**src/rtl/jk_excitation_sequencer.sv**
```systemverilog
// Drives a jk_ff through a programmed q pattern using JK excitation,
// then reads q back and counts mismatches per run.
module jk_excitation_sequencer #(
  parameter int WIDTH      = 8,
  parameter int IDX_W      = 3,
  parameter int CNT_W      = 4,
  parameter int USE_TOGGLE = 0
) (
  input  logic             clk,
  input  logic             rst,
  input  logic             start,
  input  logic [WIDTH-1:0] pattern,
  input  logic             q_fb,
  output logic             j,
  output logic             k,
  output logic             busy,
  output logic [IDX_W-1:0] bit_idx,
  output logic [CNT_W-1:0] err_cnt,
  output logic             done
);

  typedef enum logic [2:0] {
    IDLE,
    DRIVE,
    APPLY,
    CHECK,
    FIN
  } state_e;

  localparam logic [IDX_W-1:0] LAST    = IDX_W'(WIDTH - 1);
  localparam logic [CNT_W-1:0] ERR_MAX = '1;

  state_e           state_q, state_d;
  logic [WIDTH-1:0] pat_q, pat_d;
  logic [IDX_W-1:0] idx_q, idx_d;
  logic [CNT_W-1:0] err_q, err_d;
  logic             j_q, j_d;
  logic             k_q, k_d;
  logic             busy_q, busy_d;
  logic             done_q, done_d;
  logic             tgt;
  logic             diff;

  assign tgt  = pat_q[idx_q];
  assign diff = q_fb ^ tgt;

  always_comb begin
    state_d = state_q;
    pat_d   = pat_q;
    idx_d   = idx_q;
    err_d   = err_q;
    j_d     = 1'b0;
    k_d     = 1'b0;
    busy_d  = busy_q;
    done_d  = 1'b0;
    unique case (state_q)
      IDLE: begin
        if (start) begin
          pat_d   = pattern;
          idx_d   = '0;
          err_d   = '0;
          busy_d  = 1'b1;
          state_d = DRIVE;
        end
      end
      DRIVE: begin
        // equal current/target bits need no excitation at all
        if (diff) begin
          if (USE_TOGGLE != 0) begin
            j_d = 1'b1;
            k_d = 1'b1;
          end else begin
            j_d = tgt;
            k_d = ~tgt;
          end
        end
        state_d = APPLY;
      end
      APPLY: begin
        state_d = CHECK;
      end
      CHECK: begin
        if (diff && (err_q != ERR_MAX)) begin
          err_d = err_q + CNT_W'(1);
        end
        if (idx_q == LAST) begin
          done_d  = 1'b1;
          state_d = FIN;
        end else begin
          idx_d   = idx_q + IDX_W'(1);
          state_d = DRIVE;
        end
      end
      FIN: begin
        busy_d  = 1'b0;
        state_d = IDLE;
      end
      default: begin
        state_d = IDLE;
      end
    endcase
  end

  always_ff @(posedge clk) begin
    if (rst) begin
      state_q <= IDLE;
      pat_q   <= '0;
      idx_q   <= '0;
      err_q   <= '0;
      j_q     <= 1'b0;
      k_q     <= 1'b0;
      busy_q  <= 1'b0;
      done_q  <= 1'b0;
    end else begin
      state_q <= state_d;
      pat_q   <= pat_d;
      idx_q   <= idx_d;
      err_q   <= err_d;
      j_q     <= j_d;
      k_q     <= k_d;
      busy_q  <= busy_d;
      done_q  <= done_d;
    end
  end

  assign j       = j_q;
  assign k       = k_q;
  assign busy    = busy_q;
  assign bit_idx = idx_q;
  assign err_cnt = err_q;
  assign done    = done_q;

endmodule

```
**config.mk**
```make
export PLATFORM = sky130hd
export DESIGN_NAME = jk_excitation_sequencer
export DESIGN_NICKNAME = d
export VERILOG_FILES = /design/src/rtl/jk_excitation_sequencer.sv
export SDC_FILE = /design/constraint.sdc
export NUM_CORES = 1
export LEC_CHECK = 0
export ABC_CLOCK_PERIOD_IN_PS = 5500
export BUFFER_PORTS_ARGS = -buffer_cell sky130_fd_sc_hd__buf_2
export CELL_PAD_IN_SITES_DETAIL_PLACEMENT = 0
export CELL_PAD_IN_SITES_GLOBAL_PLACEMENT = 1
export CORE_MARGIN = 2
export CORE_UTILIZATION = 44
export CTS_BUF_LIST = sky130_fd_sc_hd__clkbuf_4
export CTS_CLUSTER_DIAMETER = 100
export DETAILED_ROUTE_END_ITERATION = 10
export MAX_ROUTING_LAYER = met4
export PLACE_DENSITY_LB_ADDON = 0.1
export SYNTH_ARGS = -nofsm -noshare
export SYNTH_HDL_FRONTEND = slang
export SYNTH_SLANG_ARGS = --single-unit
export TNS_END_PERCENT = 1
```
**constraint.sdc**
```tcl
create_clock -name clk -period 5.5 [get_ports clk]
set_input_delay 0.55 -clock clk [delete_from_list [all_inputs] [get_ports clk]]
set_output_delay 0.55 -clock clk [all_outputs]
set_load 0.02 [all_outputs]
```
After elaboration in Yosys (flattened, before gate mapping). Index checks and enable logic that the tools add are counted. W data, S select, Z words.

Register bits: 22. Input port bits: 12. Output and inout bits: 11. Logic and storage cells: 49.

$add $sub $neg: 2. Magnitude comparators: 1. Equal/unequal tests: 9. Muxes and demuxes: 14. Bitwise logic cells: 5. Reduce and logical (&&, ||, !) cells: 10.

Operator list (number): $mux W3 (4); $pmux W3 S4 (1); $mux W4 (2); $pmux W4 S2 (1); $eq A3 B2 Y1 const B (2); $eq A3 B3 Y1 const B (2); $ne A2 B2 Y1 const B (3); $pmux W3 S2 (1); $reduce_and A3 Y1 (2); $add A4 B1 Y4 const B (1); $lt A3 B4 Y1 const B (1); $ne A4 B4 Y1 const B (1); $not A1 Y1 (4); $reduce_and A2 Y1 (2); $reduce_bool A2 Y1 (2); $add A3 B1 Y3 const B (1); $bmux W1 S3 (1); $eq A3 B1 Y1 const B (1); $logic_not A3 Y1 (1); $mux W1 (3); $reduce_or A3 Y1 (1); $pmux W1 S2 (1); $reduce_or A2 Y1 (1); $logic_and A1 B1 Y1 (1); $xor A1 B1 Y1 (1).

Longest topological paths before layout.
Depth after elaboration: 6. Depth in mapped cells: 6.

Worst setup path after synthesis. Ideal clock, no wire load.

Path type: register -> register. Start point: register idx_q[0], in the netlist bit_idx[0]. End point: register err_q[0], in the netlist err_cnt[0]. Setup time: 0.121 ns. Data arrival time: 2.079 ns. Slack: 3.300 ns. Cell stages (with the launch flop): 6. Period minus slack after synthesis: 2.200 ns. Cells stage by stage: dfxtp_1 > mux4_1 > mux2_4 > mux2i_4 > a31oi_4 > mux2_4.

Longest elaborated chain between the ends: 6.

Ends and longest elaborated chain: from (decl) (line 35) `logic [IDX_W-1:0] idx_q, idx_d;`; from (signal assigned) (line 117) `idx_q <= idx_d;`; $bmux W1 S3 (line 44) `assign tgt = pat_q[idx_q];`; $mux W1 (not written as such) (line 44); $xor A1 B1 Y1 (line 45) `assign diff = q_fb ^ tgt;`; $logic_and A1 B1 Y1 (line 83) `if (diff && (err_q != ERR_MAX)) begin`; $ne A2 B2 Y1 (no source line); $reduce_and A3 Y1 (no source line); to (signal assigned) (line 118) `err_q <= err_d;`; to (decl) (line 36) `logic [CNT_W-1:0] err_q, err_d;`.

No other way between the ends. The select of a mux whose other input is x is not followed. A chain may end at the register's enable or synchronous reset.

Worst setup path in the final report. Same ends and word-level chain as after synthesis.

==> summary by stage <==
CTS
In this run the clock root is driven by a sky130_fd_sc_hd__clkbuf_4. TritonCTS built the clock tree. The longest clock path from root to sink contains 2 buffers. The number of cells upsized or downsized after cts is 0. The number of buffers inserted during clock tree synthesis is 3.

For the worst-skew pair, the clock arrives at the later sink with an insertion delay of approximately 0.3 ns. In this run, post-CTS hold repair placed 0 buffers. The number of buffers inserted to repair setup after CTS is 0.

CTS built an H-tree with a depth of 1. Clock-pin slew was measured on the worst setup and hold paths at ~0.12 ns. Counting every sink on the clock net gives 22.

Global route
The first global-routing pass estimated 3030 microns of wire. The residual overflow from global routing is 0. The routing usage on met1 is 0.204.

In the global route stage, met2 resource usage came out at 0.250. The maximum number of pins on one net before global-route repair is 24. The number of antenna violations at the first check in global routing is 0. The met3 global-route usage is 0.0536. The total global-route track usage is 0.159. met2 is the most crowded layer. The number of global-route vias before repair is 714.

Yosys
The Yosys step of the flow raised 0 warnings. The synthesized instance count is ~100. The cell taking the most area after synthesis is sky130_fd_sc_hd__dfxtp_1.

The average cell area after synthesis is about 9.5 sq um. The async set or reset register ratio after synthesis is 0. The mapped netlist covers ~960 sq um. The number of synthesized register bits is 22. The number of enable flip-flop cells after synthesis is 0. By area the synthesized netlist is led by sky130_fd_sc_hd__dfxtp_1 (46%), sky130_fd_sc_hd__nand2_1 (6.6%), sky130_fd_sc_hd__a21oi_1 (5.7%). The prevailing post-synth register cell is sky130_fd_sc_hd__dfxtp_1. The number of nets in the synthesized netlist is 116. The most repeated cell in the gate-level netlist after synthesis is sky130_fd_sc_hd__dfxtp_1.

For this run, the register share of the synthesized area comes to 0.458. The top-area cell type share of the netlist area is 0.458. Yosys mapped the design onto 24 distinct sky130hd cell types. The commonest cells after synthesis are sky130_fd_sc_hd__dfxtp_1 (22), sky130_fd_sc_hd__nand2_1 (17), sky130_fd_sc_hd__nor2_1 (12).

Floorplan
The width of the die is between 50 and 60 microns. For this configuration, the core starts out at a cell density of 0.480. The number of placement rows is 16.

The die covers between 2000 and 3000 sq um. 23 I/O pins were placed. The die outline height is approximately 51 microns.

The area of the core region is between 2000 and 2500 sq um.

Hold path
The hold path endpoint is j$_SDFF_PP0_. The class of the tightest hold or removal check is input pin to flip-flop. The depth of the worst hold-timing path is 2. The start point of the worst min-delay path is q_fb.

Critical path
The worst reg-to-reg setup slack is about 3.3 ns. Data on the critical path arrives at its endpoint at between 2 and 2.5 ns. In this run the critical register-to-register path is captured at err_cnt[0]$_SDFFE_PP0P_.

The origin of the critical flop-to-flop path is bit_idx[0]$_SDFFE_PP0P_. Of all nets on the critical path, the largest fanout is 6. The worst setup path is launched from a flip-flop.

The number of cells on the worst reg-to-reg path is 5. The most critical setup path has its startpoint at bit_idx[0]$_SDFFE_PP0P_. The required time at the worst-slack endpoint is around 5.7 ns. The endpoint class of the critical path is a flip-flop.

The critical path is of the flip-flop to flip-flop type.

Timing
Dividing the final minimum period by the clock period gives 0.395. The total count of max-transition violations in the final report is 0. The worst setup slack after layout is approximately 3.3 ns. Clock skew on the completed layout was measured at 0.00811 ns. After routing, the total negative slack on setup checks comes to 0 ns. Setup repair after global routing left no endpoint under its margin. The number of failing hold endpoints at the final stage is 0. The transition time at the pin with the least slew margin is ~1 ns. Setup violations remaining at the end of the flow were counted as 0. The worst slew margin relative to its limit is 0.341. The time the worst path needs with I/O delays and setup is around 2.2 ns. The highest clock rate is about 460 MHz. The worst hold margin is approximately 0.44 ns.

Route
The routed length per instance is between 10 and 15 microns. After the first detailed-routing iteration, the DRC count stood at 6. The total wire length is between 1500 and 2000 microns. The remaining routing DRC violations is 0. Detailed routing inserted a total of slightly above 800 vias. The number of nets with antenna violations after detailed routing is 0. The via density per instance is approximately 5.4. The first detailed-routing pass ran for 4 iterations.

Power and ir drop
Power comes to roughly 0.30 mW. The power density over the cells is between 200 and 300 nW/um^2. The total leakage power is around 0.47 nW. The maximum vdd ir drop is 182 uV.

Final layout
The net count of the finished layout is ~140. Leaving out filler cells and counting taps, the final layout contains 150. In the final layout, the share of cells above drive strength 1 is 0.252. From synthesis to final layout, the design area changed by 16.8%. The number of diodes is 0. Counting the fill cells in the layout gives between 150 and 200.

Place
Routability-driven placement finished with a final weighted congestion of 0.778. The number of placed instances, taps included, is 146. The total half-perimeter wirelength after legalization and detailed placement is about 1300 microns.

The number of input and output port buffers inserted is 22. Prior to clock tree synthesis, the placed netlist has a worst setup slack of ~3.3 ns.

Outcome
The run finished with clean final reports.

Job
The max-capacitance violation count is 0.
-- flip-flops by register name (all words and copies together), names as in the netlist --
| name | count |
|---|---|
| k | 1 |
| pat_q | 8 |
| done | 1 |
| busy | 1 |
| j | 1 |
| err_cnt | 4 |
| bit_idx | 3 |
| state_q | 3 |
-- cells by family after synthesis --
logic type	after synthesis	share of synthesized area
buffers and inverters	7	0.0273
AOI/OAI and AO/OA	19	0.139
muxes	6	0.120
xor gates and xnor gates	1	0.00912
adders and majority gates	3	0.0391
DFF	22	0.458
and+or+nand+nor	43	0.207
-- report_power, final --
part / switching (mW) / total (mW) / internal, mW
Combinational: 0.0297 / 0.0528 / 0.0231
Clock: 0.0462 / 0.0727 / 0.0265
Sequential: 0.00932 / 0.179 / 0.170
-- metrics by stage --
stage	utilization	instance area, sq um
6_report	0.561	1120
5_1_grt	0.561	1120
4_1_cts	0.561	1120
3_5_place_dp	0.548	1100
3_3_place_gp	0.548	1100
2_1_floorplan	-	961
-- metal layers --
metal	wire length, microns	share of wire	up-vias
met5	0	0	-
met4	9	0.0052	0
met3	85	0.049	2
met2	754	0.44	17
met1	871	0.51	386
li1	-	-	405
-- area by class of cell --
cell class	count	area [sq um]	area share
Clock buffer	3	22.5	0.0201
Clock inverter	1	3.75	0.00334
Inverter	3	11.3	0.0100
Multi-Input combinational cell	72	500	0.446
Sequential cell	22	440	0.392
Tap cell	27	33.8	0.0301
Timing Repair Buffer	22	110	0.0981
-- critical path, cell delays in order, from the launching register on --
cell                      delay [ns]
sky130_fd_sc_hd__dfxtp_1        0.46
sky130_fd_sc_hd__mux4_1         0.59
sky130_fd_sc_hd__mux2_4         0.30
sky130_fd_sc_hd__mux2i_4        0.21
sky130_fd_sc_hd__a31oi_4        0.18
sky130_fd_sc_hd__mux2_4         0.32
-- worst max path at each step --
stage | end | depth (start not counted)
finish | err_cnt[0]$_SDFFE_PP0P_ | 5
global route | err_cnt[3]$_SDFFE_PP0P_ | 5
CTS | err_cnt[3]$_SDFFE_PP0P_ | 5
detailed placement | err_cnt[0]$_SDFFE_PP0P_ | 5
global placement | err_cnt[3]$_SDFFE_PP0P_ | 5
floorplan | err_cnt[0]$_SDFFE_PP0P_ | 5
-- layout by cell type, fill, tap and decap left out, types with 2 or more instances in the layout --
master	synthesis	routed
sky130_fd_sc_hd__mux2_4	2	2
sky130_fd_sc_hd__ha_1	3	3
sky130_fd_sc_hd__o311ai_0	2	2
sky130_fd_sc_hd__a21oi_1	11	11
sky130_fd_sc_hd__nor3b_1	2	2
sky130_fd_sc_hd__nor2_1	12	12
sky130_fd_sc_hd__clkbuf_4	0	3
sky130_fd_sc_hd__nand2_1	17	17
sky130_fd_sc_hd__buf_2	0	22
sky130_fd_sc_hd__inv_1	3	3
sky130_fd_sc_hd__nand3b_1	2	2
sky130_fd_sc_hd__nor3_1	6	6
sky130_fd_sc_hd__a22oi_1	2	2
sky130_fd_sc_hd__o41ai_1	2	2
sky130_fd_sc_hd__dfxtp_1	22	22
sky130_fd_sc_hd__mux4_1	2	2
Power figures use the tool's default switching activity.
